==> config.mk <==
export PLATFORM = sky130hd
export DESIGN_NAME = tmp8_control_unit
export DESIGN_NICKNAME = d
export VERILOG_FILES = /design/src/rtl/tmp8_control_unit.sv
export SDC_FILE = /design/constraint.sdc
export NUM_CORES = 1
export LEC_CHECK = 0
export BUFFER_PORTS_ARGS = -buffer_cell sky130_fd_sc_hd__buf_2
export CAP_MARGIN = 20
export CORE_MARGIN = 3
export CORE_UTILIZATION = 50
export DETAILED_ROUTE_END_ITERATION = 8
export PLACE_DENSITY = 0.86
export SLEW_MARGIN = 10
export SYNTH_ARGS = -nofsm -noshare
export SYNTH_HDL_FRONTEND = slang
export SYNTH_SLANG_ARGS = --single-unit
export TNS_END_PERCENT = 5
==> constraint.sdc <==
create_clock -name clk_i -period 3.32 [get_ports clk_i]
set_input_delay 0.664 -clock clk_i [delete_from_list [all_inputs] [get_ports clk_i]]
set_output_delay 0.664 -clock clk_i [all_outputs]
set_load 0.01 [all_outputs]
==> src/rtl/tmp8_control_unit.sv <==
// TMP8 control unit: multi-cycle fetch/decode/execute sequencer.
// Drives every load enable, source select and memory strobe of the 8-bit datapath.
// A memory state that waits too long for mem_ready_i parks the machine in HALT with a sticky fault.
module tmp8_control_unit #(
  parameter int unsigned WAIT_LIMIT = 15
) (
  input  logic       clk_i,
  input  logic       reset_i,
  input  logic       run_i,
  input  logic [3:0] opcode_i,
  input  logic       zero_flag_i,
  input  logic       carry_flag_i,
  input  logic       mem_ready_i,
  output logic       pc_inc_o,
  output logic       pc_load_o,
  output logic       mar_sel_o,
  output logic       mar_load_o,
  output logic       ir_load_o,
  output logic       a_load_o,
  output logic [1:0] a_sel_o,
  output logic       b_load_o,
  output logic       alu_sub_o,
  output logic       flags_load_o,
  output logic       out_load_o,
  output logic       mem_rd_o,
  output logic       mem_wr_o,
  output logic       halted_o,
  output logic       fault_o,
  output logic [2:0] state_o
);

  typedef enum logic [2:0] {
    IDLE   = 3'd0,
    F_ADDR = 3'd1,
    F_MEM  = 3'd2,
    DECODE = 3'd3,
    X_ADDR = 3'd4,
    X_MEM  = 3'd5,
    X_WB   = 3'd6,
    HALT   = 3'd7
  } stateT;

  localparam logic [3:0] OpNop = 4'h0;
  localparam logic [3:0] OpLda = 4'h1;
  localparam logic [3:0] OpAdd = 4'h2;
  localparam logic [3:0] OpSub = 4'h3;
  localparam logic [3:0] OpSta = 4'h4;
  localparam logic [3:0] OpLdi = 4'h5;
  localparam logic [3:0] OpJmp = 4'h6;
  localparam logic [3:0] OpJz  = 4'h7;
  localparam logic [3:0] OpJc  = 4'h8;
  localparam logic [3:0] OpOut = 4'hE;
  localparam logic [3:0] OpHlt = 4'hF;

  // Last wait count at which a missing mem_ready_i still counts as a timeout.
  localparam logic [3:0] LimitM1 = 4'(WAIT_LIMIT - 1);

  // A-register source select encodings.
  localparam logic [1:0] ASelMem = 2'd0;
  localparam logic [1:0] ASelAlu = 2'd1;
  localparam logic [1:0] ASelImm = 2'd2;

  stateT      state_q, state_d;
  logic [3:0] waitCnt_q, waitCnt_d;
  logic       fault_q, fault_d;

  // State, wait counter and sticky fault register; reset returns to a clean IDLE.
  always_ff @(posedge clk_i) begin
    if (reset_i) begin
      state_q   <= IDLE;
      waitCnt_q <= 4'd0;
      fault_q   <= 1'b0;
    end else begin
      state_q   <= state_d;
      waitCnt_q <= waitCnt_d;
      fault_q   <= fault_d;
    end
  end

  // Next-state and per-state strobe decode; anything not asserted for a state stays 0.
  always_comb begin
    state_d      = state_q;
    waitCnt_d    = waitCnt_q;
    fault_d      = fault_q;
    pc_inc_o     = 1'b0;
    pc_load_o    = 1'b0;
    mar_sel_o    = 1'b0;
    mar_load_o   = 1'b0;
    ir_load_o    = 1'b0;
    a_load_o     = 1'b0;
    a_sel_o      = ASelMem;
    b_load_o     = 1'b0;
    alu_sub_o    = 1'b0;
    flags_load_o = 1'b0;
    out_load_o   = 1'b0;
    mem_rd_o     = 1'b0;
    mem_wr_o     = 1'b0;
    halted_o     = 1'b0;

    case (state_q)
      IDLE: begin
        if (run_i) begin
          state_d = F_ADDR;
        end
      end

      F_ADDR: begin
        mar_sel_o  = 1'b0;
        mar_load_o = 1'b1;
        waitCnt_d  = 4'd0;
        state_d    = F_MEM;
      end

      F_MEM: begin
        mem_rd_o = 1'b1;
        if (mem_ready_i) begin
          ir_load_o = 1'b1;
          pc_inc_o  = 1'b1;
          state_d   = DECODE;
        end else if (waitCnt_q == LimitM1) begin
          fault_d = 1'b1;
          state_d = HALT;
        end else begin
          waitCnt_d = waitCnt_q + 4'd1;
        end
      end

      DECODE: begin
        state_d = F_ADDR;
        case (opcode_i)
          OpLda, OpAdd, OpSub, OpSta: state_d = X_ADDR;
          OpLdi: begin
            a_load_o = 1'b1;
            a_sel_o  = ASelImm;
          end
          OpJmp:   pc_load_o  = 1'b1;
          OpJz:    pc_load_o  = zero_flag_i;
          OpJc:    pc_load_o  = carry_flag_i;
          OpOut:   out_load_o = 1'b1;
          OpHlt:   state_d    = HALT;
          OpNop:   state_d    = F_ADDR;
          default: state_d    = F_ADDR;
        endcase
      end

      X_ADDR: begin
        mar_sel_o  = 1'b1;
        mar_load_o = 1'b1;
        waitCnt_d  = 4'd0;
        state_d    = X_MEM;
      end

      X_MEM: begin
        if (opcode_i == OpSta) begin
          mem_wr_o = 1'b1;
        end else begin
          mem_rd_o = 1'b1;
        end
        if (mem_ready_i) begin
          case (opcode_i)
            OpLda: begin
              a_load_o = 1'b1;
              a_sel_o  = ASelMem;
              state_d  = F_ADDR;
            end
            OpAdd, OpSub: begin
              b_load_o = 1'b1;
              state_d  = X_WB;
            end
            default: state_d = F_ADDR;
          endcase
        end else if (waitCnt_q == LimitM1) begin
          fault_d = 1'b1;
          state_d = HALT;
        end else begin
          waitCnt_d = waitCnt_q + 4'd1;
        end
      end

      X_WB: begin
        a_load_o     = 1'b1;
        a_sel_o      = ASelAlu;
        flags_load_o = 1'b1;
        alu_sub_o    = (opcode_i == OpSub);
        state_d      = F_ADDR;
      end

      HALT: begin
        halted_o = 1'b1;
      end

      default: state_d = IDLE;
    endcase
  end

  assign fault_o = fault_q;
  assign state_o = state_q;

endmodule

==> key figures, run 1 <==
Die
  • Std cell rows: 13
  • Top Ports: 29
  • Die area: 1976 sq um
  • Starting density of the core: 0.5477
  • Core area: 1350 sq um
  • Die W: 44.46 microns
  • Die height: about 44 microns

Routing
  • DRT iter0 DRCs: 13
  • Vias: ~750
  • Drt drc: 0
  • Post-DR wirelength/cell: 11.81 microns
  • DRT Pass-1 Iters: 4
  • Vias/cell: 5.590
  • DRT antenna net count: 0
  • Detailed Route WL: 1582 microns

Timing
  • Fin Hold WS: about 0.45 ns
  • Worst Tran Pin Value: 0.5744 ns
  • Final period util: 0.7274
  • Tmin final: 2.415 ns
  • Fmax: 414.1 MHz
  • Max Slew Vio Count: 0
  • RSZ-0062 raised after global routing: false
  • Final Hold Fails: 0
  • Setup TNS: 0 ns
  • # setup viols final: 0
  • Rel. slew slack: 0.6165
  • Skew final: 0.001576 ns

Global route
  • Vias in the first global route: about 630
  • Global route overflow: 0
  • Pin count of the biggest net entering global routing: 18
  • Global-route wire length before repair: between 2000 and 3000 microns
  • GRT Overall Usage: 0.1712
  • Initial antenna violation count: 0

Cells and area
  • Diode count: 0
  • Share of post-route cells with drive strength above 1: 0.2941
  • Non-Filler Cell Area, Final: 850.8 sq um
  • Layout area overhead: 15.06%
  • Final nets: 133

Clock network
  • Root buffer cell: clkbuf_4
  • Clk pin slew, worst setup/hold paths: roughly 0.050 ns
  • Clk sink count: 8
  • Hold_buf cts: 0
  • Post-CTS setup buffer count: 0
  • Max clock buf depth: 2
  • Post_cts resized: 0
  • CTS H-Tree Depth: 1
  • Num CTS Buffers: 3
  • Worst-Skew Late Latency: 0.25 ns
  • CTS tree: yes

Logic synthesis
  • Post-synth EDFFs: 0
  • Yosys reg bits: 8
  • Most used DFF post-synth: dfxtp_1
  • Post-Syn Area: between 700 and 800 sq um
  • Synth top area cells: dfxtp_1, nor2_1, buf_6
  • Syn_nets: about 110
  • Avg Synthesized Cell Area: between 7 and 8 sq um
  • Post-synth top area share: 0.2166
  • Sequential area share after synthesis: 0.2166
  • Cell variety after synth: 37
  • Synthesis Warnings: 0
  • Syn Inst Count: 97
  • Synth async-reset ratio: 0
  • Leading area contributor after synthesis: dfxtp_1
  • Most numerous cell in the Yosys netlist: nor2_1
  • Post-synth top cells: nor2_1, dfxtp_1, nor3_1

Critical path
  • FF-to-FF Start: state_o[1]
  • Crit path required time: approximately 2.7 ns
  • FF-to-FF path depth: 4
  • Nature of the critical path endpoint: output port
  • CP max FO: 9
  • Setup CP Type: in2out
  • Nature of the critical path startpoint: input port
  • Worst path arrival time: 1.75 ns
  • CP Launch Point: opcode_i[1]

Pwr
  • Power per cell area: 302.7 nW/um^2
  • Internal Pwr Total: approximately 0.18 mW
  • Leakage: 0.3900 nW
  • Sw Ratio: 0.3197
  • Comb pwr share: 0.266
  • P_sw: roughly 0.08 mW
  • Sequential group share of total power: 0.459
  • Clock power share: 0.275
  • Max IR drop VDD: 246.1 uV

Place
  • Port Buffers: 28
  • DP Area: 828.3 sq um
  • Hpwl dp: 1250 microns
  • GP Congestion: 0.7910

Worst hold path
  • Hold Path Depth: 2
  • Startpoint of the worst hold path: fault_o
  • Tightest Hold Check Type: reg2reg

Status
  • Outcome: finished, final reports clean

Run
  • Maximum Capacitance Violations: 0
[stage by stage]
stage / total power, mW / cells / setup WS (ns) / util
after detailed placement: 0.1890 / 131 / 0.9120 / 0.6135
after global placement: 0.1875 / 131 / 0.9298 / 0.6135
final: 0.2575 / 134 / 0.9051 / 0.6302
after global routing: 0.2770 / 134 / 0.8201 / 0.6302
after floorplan: 0.1732 / 97 / 1.072 / -
after CTS: 0.2621 / 134 / 0.9054 / 0.6302
[placed cells by master (no fill, tap or decap), types with 2 or more instances in the layout]
master    Yosys  routed
nand3_1       2       2
nor2_1       10      10
nand2_1       5       5
o211ai_1      2       2
clkbuf_4      0       3
nand3b_1      3       3
and2_1        2       2
o21ai_1       3       3
nor3_1        6       6
and3b_1       2       2
ha_1          2       2
xor2_1        2       2
inv_1         4       4
or3b_1        2       2
dfxtp_1       8       8
and3_1        3       3
nand2b_1      2       2
o21ai_0       5       5
nor4_1        3       3
a21oi_1       5       5
nor3b_1       2       2
xnor2_1       3       3
buf_2         2      28
[worst paths after layout]
path                                      to  slack [ns]
worst min register to register       fault_o        0.45
worst max-delay path                a_load_o        0.91
worst max register to register  waitCnt_q[1]        1.71
worst min-delay path                 fault_o        0.45
[power by group through the flow]
| stage | logic (mW) | clock network [mW] | registers [mW] |
|---|---|---|---|
| 5_1_grt | 0.0759 | 0.0804 | 0.121 |
| 2_1_floorplan | 0.0641 | 0 | 0.109 |
| 3_3_place_gp | 0.0678 | 0 | 0.120 |
| 3_5_place_dp | 0.0690 | 0 | 0.120 |
| 6_report | 0.0686 | 0.0707 | 0.118 |
| 4_1_cts | 0.0690 | 0.0747 | 0.118 |
[registers in the layout, indices dropped and copies added (netlist names)]
name / cells
waitCnt_q: 4
fault_o: 1
state_o: 3
[layer usage]
layer | vias to the layer above | GRT usage | share of wire
met4 | 0 | 0.01807 | 0
li1 | 394 | - | -
met5 | - | 0 | 0
met1 | 327 | 0.2233 | 0.45
met2 | 28 | 0.2791 | 0.47
met3 | 0 | 0.06098 | 0.075
[kinds of logic (layout without fill, tap and decap cells)]
kind of cell,Yosys count,after routing,synth area share
DFF,8,8,0.2166
buffers and inverters,13,35,0.1150
and+or+nand+nor,46,46,0.3672
AOI/OAI and AO/OA,22,22,0.1878
xor gates and xnor gates,5,5,0.05923
adders and majority gates,2,2,0.03384
muxes,1,1,0.02030
[critical path: stages]
cell,delay (ns)
buf_2,0.14
or3b_1,0.44
nor3_1,0.19
o21ai_1,0.07
o21ai_1,0.09
buf_2,0.14
[cell type report]
type | instances | area (sq um)
fill | 132 | 499.2
multi-input combinational | 76 | 494.2
sequential | 8 | 160.2
timing repair buffer | 28 | 140.1
clock buffer | 3 | 22.52
tap | 15 | 18.77
inverter | 4 | 15.01
No activity file was read; power rests on OpenSTA's default activity.
==> run 2: changes to the inputs <==
--- a/config.mk
+++ b/config.mk
@@ -8,9 +8,9 @@
 export BUFFER_PORTS_ARGS = -buffer_cell sky130_fd_sc_hd__buf_2
 export CAP_MARGIN = 20
 export CORE_MARGIN = 3
-export CORE_UTILIZATION = 50
+export CORE_UTILIZATION = 42
 export DETAILED_ROUTE_END_ITERATION = 8
-export PLACE_DENSITY = 0.86
+export PLACE_DENSITY = 0.77
 export SLEW_MARGIN = 10
 export SYNTH_ARGS = -nofsm -noshare
 export SYNTH_HDL_FRONTEND = slang
==> constraint.sdc (replaced) <==
create_clock -name clk_i -period 1.9 [get_ports clk_i]
set_input_delay 0.38 -clock clk_i [delete_from_list [all_inputs] [get_ports clk_i]]
set_output_delay 0.38 -clock clk_i [all_outputs]
set_load 0.01 [all_outputs]
==> run 2 against run 1 <==
Against the previous run: non-clock buffer count is 6 higher; clock-buffer cell count stayed put; utilization is 5.3 points lower; sequential share of layout area is 0.53 points lower; final cell count is 5.2% higher; design area is 6.9% higher; clock skew is 0.00061 ns lower; critical path type unchanged; setup slack worse by 0.80 ns; register-to-register slack worse by 1.4 ns.
==> key figures, run 2 (synthesis gave the netlist of run 1 again) <==
Cells and area
  • Share of post-route cells with drive strength above 1: 0.3680
  • Diode count: 0
  • Max reg flops: 4
  • Layout area overhead: 23.01%
  • Area of the multi-input gates: ~500 sq um
  • Non-Filler Cell Area, Final: roughly 910 sq um
  • Reg with most FFs: waitCnt_q
  • Final nets: ~140
  • Register area: 166.4 sq um
  • Most frequent cells in the layout: buf_2, nor2_1, buf_4
  • Commonest non-fill, non-tap cell in the layout: buf_2
  • # fillers: 150

Critical path
  • Nature of the critical path startpoint: input port
  • R2r setup slk: 0.30 ns
  • Crit path required time: 1.52 ns
  • Setup CP Type: in2out
  • CP endpoint: a_load_o
  • Reg2Reg Capture Point: state_o[0]
  • FF-to-FF Start: waitCnt_q[0]
  • CP Launch Point: opcode_i[3]
  • Worst path arrival time: 1.41 ns
  • FF-to-FF path depth: 6
  • Nature of the critical path endpoint: output port
  • CP max FO: 8

Timing
  • Fmax: 558.4 MHz
  • # setup viols final: 0
  • Max Slew Vio Count: 0
  • Fin Hold WS: 0.3559 ns
  • Fin worst setup slack: 0.1091 ns
  • Worst Tran Pin Value: 0.3647 ns
  • Rel. slew slack: 0.7557
  • Setup TNS: 0 ns
  • Final period util: 0.9426
  • Final Hold Fails: 0
  • Tmin final: 1.791 ns
  • Skew final: 0.0009686 ns
  • RSZ-0062 raised after global routing: false

Die
  • Starting density of the core: 0.4690
  • Die height: 47.96 microns
  • Core area: between 1500 and 2000 sq um
  • Top Ports: 29
  • Std cell rows: 14
  • Die area: roughly 2300 sq um
  • Die W: 47.96 microns

Place
  • GP Congestion: ~0.81
  • Setup Slack @ Placement: 0.1018 ns
  • Hpwl dp: 1397 microns
  • DP Area: just under 900 sq um
  • Port Buffers: 28

Routing
  • Drt drc: 0
  • DRT iter0 DRCs: 15
  • Detailed Route WL: 1787 microns
  • Vias/cell: 5.652
  • DRT Pass-1 Iters: 4
  • DRT antenna net count: 0
  • Vias: 797
  • Post-DR wirelength/cell: 12.67 microns

Worst hold path
  • Tightest Hold Check Type: in2reg

Clock network
  • CTS H-Tree Depth: 1
  • CTS tree: yes
  • Root buffer cell: clkbuf_4
  • Post_cts resized: 2
  • Clk sink count: 8
  • Num CTS Buffers: 3
  • Worst-Skew Late Latency: 0.25 ns
  • Clk pin slew, worst setup/hold paths: 0.05 ns
  • Post-CTS setup buffer count: 0
  • Hold_buf cts: 0
  • Max clock buf depth: 2

Global route
  • Global route overflow: 0
  • Vias in the first global route: 692
  • GRT Overall Usage: 0.1858
  • Pin count of the biggest net entering global routing: 13
  • Global-route wire length before repair: around 3000 microns
  • Initial antenna violation count: 0

Pwr
  • Leakage: 0.4224 nW
  • Power consumption: 0.4732 mW
  • Max IR drop VDD: around 360 uV
  • Power per cell area: 520.2 nW/um^2

Status
  • Outcome: finished, final reports clean

Run
  • Maximum Capacitance Violations: 0
==> run 2: power by group <==
| part | internal, mW | switching, mW |
|---|---|---|
| clock | 0.0721 | 0.0551 |
| sequential | 0.177 | 0.0198 |
| combinational | 0.0697 | 0.0796 |
| total | 0.319 | 0.154 |
==> run 2: per-layer routing <==
metal | track usage | routed length (microns)
met5 | 0 | 0
met4 | 0.03226 | 0
met3 | 0.06767 | 125
met2 | 0.3113 | 902
met1 | 0.2296 | 760
==> run 2: layout make-up <==
class                      count  share of cell area
multi-input combinational     76              0.5502
timing repair buffer          34              0.2036
sequential                     8              0.1829
clock buffer                   3             0.02476
tap                           16             0.02201
inverter                       4             0.01651
==> run 2: worst max-delay path: stages <==
cell and delay [ns]:
buf_2 0.14, or3b_1 0.43, nor3_2 0.18, o21ai_1 0.07, o21ai_1 0.07, buf_2 0.14
==> run 2: stage by stage <==
step,util,instances
floorplan,-,97
global placement,0.5548,138
detailed placement,0.5548,138
CTS,0.5706,141
global route,0.5770,141
finish,0.5770,141
==> run 2: worst min-delay path by stage <==
stage	depth (start not counted)	start	slack (ns)	endpoint
final	2	reset_i	0.36	waitCnt_q[1]
after global routing	2	reset_i	0.36	waitCnt_q[1]
after CTS	2	reset_i	0.35	waitCnt_q[1]
after detailed placement	2	fault_o	0.44	fault_o
after global placement	2	fault_o	0.43	fault_o
after floorplan	1	reset_i	0.45	waitCnt_q[1]
==> run 3: changes to the inputs <==
--- a/config.mk
+++ b/config.mk
@@ -5,12 +5,13 @@
 export SDC_FILE = /design/constraint.sdc
 export NUM_CORES = 1
 export LEC_CHECK = 0
+export ABC_AREA = 1
 export BUFFER_PORTS_ARGS = -buffer_cell sky130_fd_sc_hd__buf_2
 export CAP_MARGIN = 20
 export CORE_MARGIN = 3
 export CORE_UTILIZATION = 42
 export DETAILED_ROUTE_END_ITERATION = 8
-export PLACE_DENSITY = 0.77
+export PLACE_DENSITY = 0.78
 export SLEW_MARGIN = 10
 export SYNTH_ARGS = -nofsm -noshare
 export SYNTH_HDL_FRONTEND = slang
==> run 3 against run 2 <==
Against the previous run: hold slack better by 0.035 ns; first-iteration DRC count increased by 73%; die area decreased by 2.5%; largest cell class unchanged; total power grew 19%; clock power about the same.
==> key figures, run 3 <==
Pwr
  • Max IR drop VDD: 377.3 uV
  • Leakage: 0.5105 nW
  • Comb pwr share: 0.398
  • Sw Ratio: 0.4062
  • Sequential group share of total power: 0.374
  • P_sw: between 0.2 and 0.25 mW
  • Clock power share: 0.229
  • Power per cell area: 635.5 nW/um^2
  • Internal Pwr Total: 0.3347 mW

Die
  • Die height: 47.35 microns
  • Die area: between 2000 and 2500 sq um
  • Std cell rows: 14
  • Starting density of the core: 0.4607
  • Core area: 1559 sq um
  • Die W: roughly 47 microns
  • Top Ports: 29

Global route
  • Global route overflow: 0
  • Vias in the first global route: 755
  • Pin count of the biggest net entering global routing: 9
  • Initial antenna violation count: 0
  • GRT Overall Usage: 0.1960
  • Global-route wire length before repair: 3194 microns

Critical path
  • CP max FO: 7
  • Worst-path cell chain: nand2_1 > nor2_2 > inv_1 > nor4_1 > buf_2
  • Nature of the critical path endpoint: output port
  • FF-to-FF path depth: 8
  • R2r setup slk: 0.53 ns
  • Worst path arrival time: 1.39 ns
  • CP peak stage delay: 0.44 ns
  • Setup CP Type: reg2out
  • CP max-delay cell: dfxtp_1
  • Crit path required time: between 1.5 and 2 ns
  • Nature of the critical path startpoint: flop

Logic synthesis
  • Most numerous cell in the Yosys netlist: nand2_1
  • Most used DFF post-synth: dfxtp_1
  • Post-Syn Area: 718.2 sq um
  • Synth top area cells: dfxtp_1, nand2_1, nand3_1
  • Synthesis Warnings: 0
  • Compound-Gate Fraction of Synth Area: 0.1063
  • XOR/XNOR Fraction of Synth Area: 0.01220
  • Sequential area share after synthesis: 0.2230
  • Synth Area in Adders: 0.03484
  • Post-synth top area share: 0.2230
  • Avg Synthesized Cell Area: 5.655 sq um
  • Post-synth top cells: nand2_1, nor2_1, inv_1, nand3_1, a21oi_1
  • Syn_nets: around 140
  • Largest family of logic cells by synthesized area: simple AND/OR/NAND/NOR gates
  • Synth async-reset ratio: 0
  • Simple-gate share of the synthesized area: 0.4913
  • Post-synth EDFFs: 0
  • Syn Inst Count: approximately 130
  • Leading area contributor after synthesis: dfxtp_1
  • Cell variety after synth: 19
  • Mux cell area share after synthesis: 0
  • Yosys reg bits: 8

Clock network
  • Max clock buf depth: 2
  • Clk pin slew, worst setup/hold paths: roughly 0.060 ns
  • Clk sink count: 8
  • Num CTS Buffers: 3
  • Root buffer cell: clkbuf_4
  • CTS tree: yes
  • Post-CTS setup buffer count: 0
  • Worst-Skew Late Latency: 0.25 ns
  • CTS H-Tree Depth: 1

Cells and area
  • Most frequent cells in the layout: nand2_1, buf_2, nand3_1, nor2_1, inv_1
  • Commonest non-fill, non-tap cell in the layout: nand2_1
  • # fillers: between 150 and 200
  • Share of post-route cells with drive strength above 1: 0.2839
  • Final nets: ~170
  • Reg with most FFs: waitCnt_q
  • Finished Core Util: 0.5690
  • Layout area overhead: 23.52%
  • Max reg flops: 4
  • Diode count: 0

Run
  • Maximum Capacitance Violations: 0

Routing
  • Post-DR wirelength/cell: 10.96 microns
  • Met1 wire length: roughly 850 microns
  • Vias: 917
  • Max Used Layer: met4
  • Vias/cell: 5.363
  • Met2 Wirelength: 860 microns
  • DRT iter0 DRCs: 26
  • DRT antenna net count: 0
  • Met3 routed WL: approximately 140 microns
  • Detailed Route WL: 1875 microns
  • DRT Pass-1 Iters: 4
  • Drt drc: 0

Timing
  • Tmin final: ~1.8 ns
  • Skew final: 0.009182 ns
  • Final Hold Fails: 0
  • Fmax: 564.8 MHz
  • Setup TNS: 0 ns
  • Fin Hold WS: roughly 0.4 ns
  • Fin worst setup slack: approximately 0.13 ns
  • Rel. slew slack: 0.7919
  • Final period util: 0.9318
  • Worst Tran Pin Value: 0.3110 ns
  • Max Slew Vio Count: 0
  • # setup viols final: 0
  • RSZ-0062 raised after global routing: true

Place
  • GP Congestion: 0.8632
  • Setup Slack @ Placement: ~0.33 ns
  • Hpwl dp: about 1500 microns
  • Port Buffers: 28

Worst hold path
  • Tightest Hold Check Type: in2reg
  • Hold Path Depth: 2

Status
  • Outcome: finished, final reports clean
==> run 3: area by class of cell <==
type | count | area (sq um) | area share
repair buffers | 28 | 140.1 | 0.1580
clock buffers | 3 | 22.52 | 0.02539
well taps | 16 | 20.02 | 0.02257
inverters | 20 | 75.07 | 0.08463
flip-flops and latches | 8 | 161.4 | 0.1819
multi-input cells | 96 | 467.9 | 0.5275
==> run 3: per-stage QoR <==
stage / instance area [sq um] / total power [mW] / instances
global placement: 858.3 / 0.4311 / 168
finish: 887.1 / 0.5637 / 171
floorplan: 718.2 / 0.3644 / 127
CTS: 880.8 / 0.5656 / 171
global route: 887.1 / 0.6162 / 171
detailed placement: 858.3 / 0.4337 / 168
==> run 3: repair_timing <==
action,in CTS,in global routing
hold buffers,0,0
setup endpoints to repair,0,3
gates resized for setup,0,4
==> run 3: final timing paths <==
path,start,endpoint
setup reg to reg,waitCnt_q[0],waitCnt_q[3]
hold / removal,reset_i,waitCnt_q[3]
setup / recovery,state_o[0],out_load_o
hold reg to reg,fault_o,fault_o
==> run 3: power by group through the flow <==
stage	Combinational [mW]	Sequential [mW]	Clock, mW
5_1_grt	0.258	0.214	0.144
4_1_cts	0.224	0.209	0.133
3_3_place_gp	0.221	0.210	0
6_report	0.224	0.211	0.129
2_1_floorplan	0.153	0.212	0
3_5_place_dp	0.222	0.212	0
==> run 3: worst max-delay path, delay by kind of cell, from the launching register on <==
family / cells / cell delay [ns]
simple gates: 3 / 0.43
flops: 1 / 0.44
buf+inv: 2 / 0.27
==> run 3: routing by layer <==
layer	GRT usage	vias to the layer above
li1	-	467
met1	0.2636	410
met2	0.3128	36
met3	0.04598	4
met4	0.04972	0
met5	0	-
==> run 3: cell families after synthesis <==
logic type / Yosys count
adder cells (fa/ha/maj): 2
flip-flops: 8
AND/OR/NAND/NOR: 79
buffers and inverters: 23
XOR/XNOR: 1
AO/OA/AOI/OAI: 14
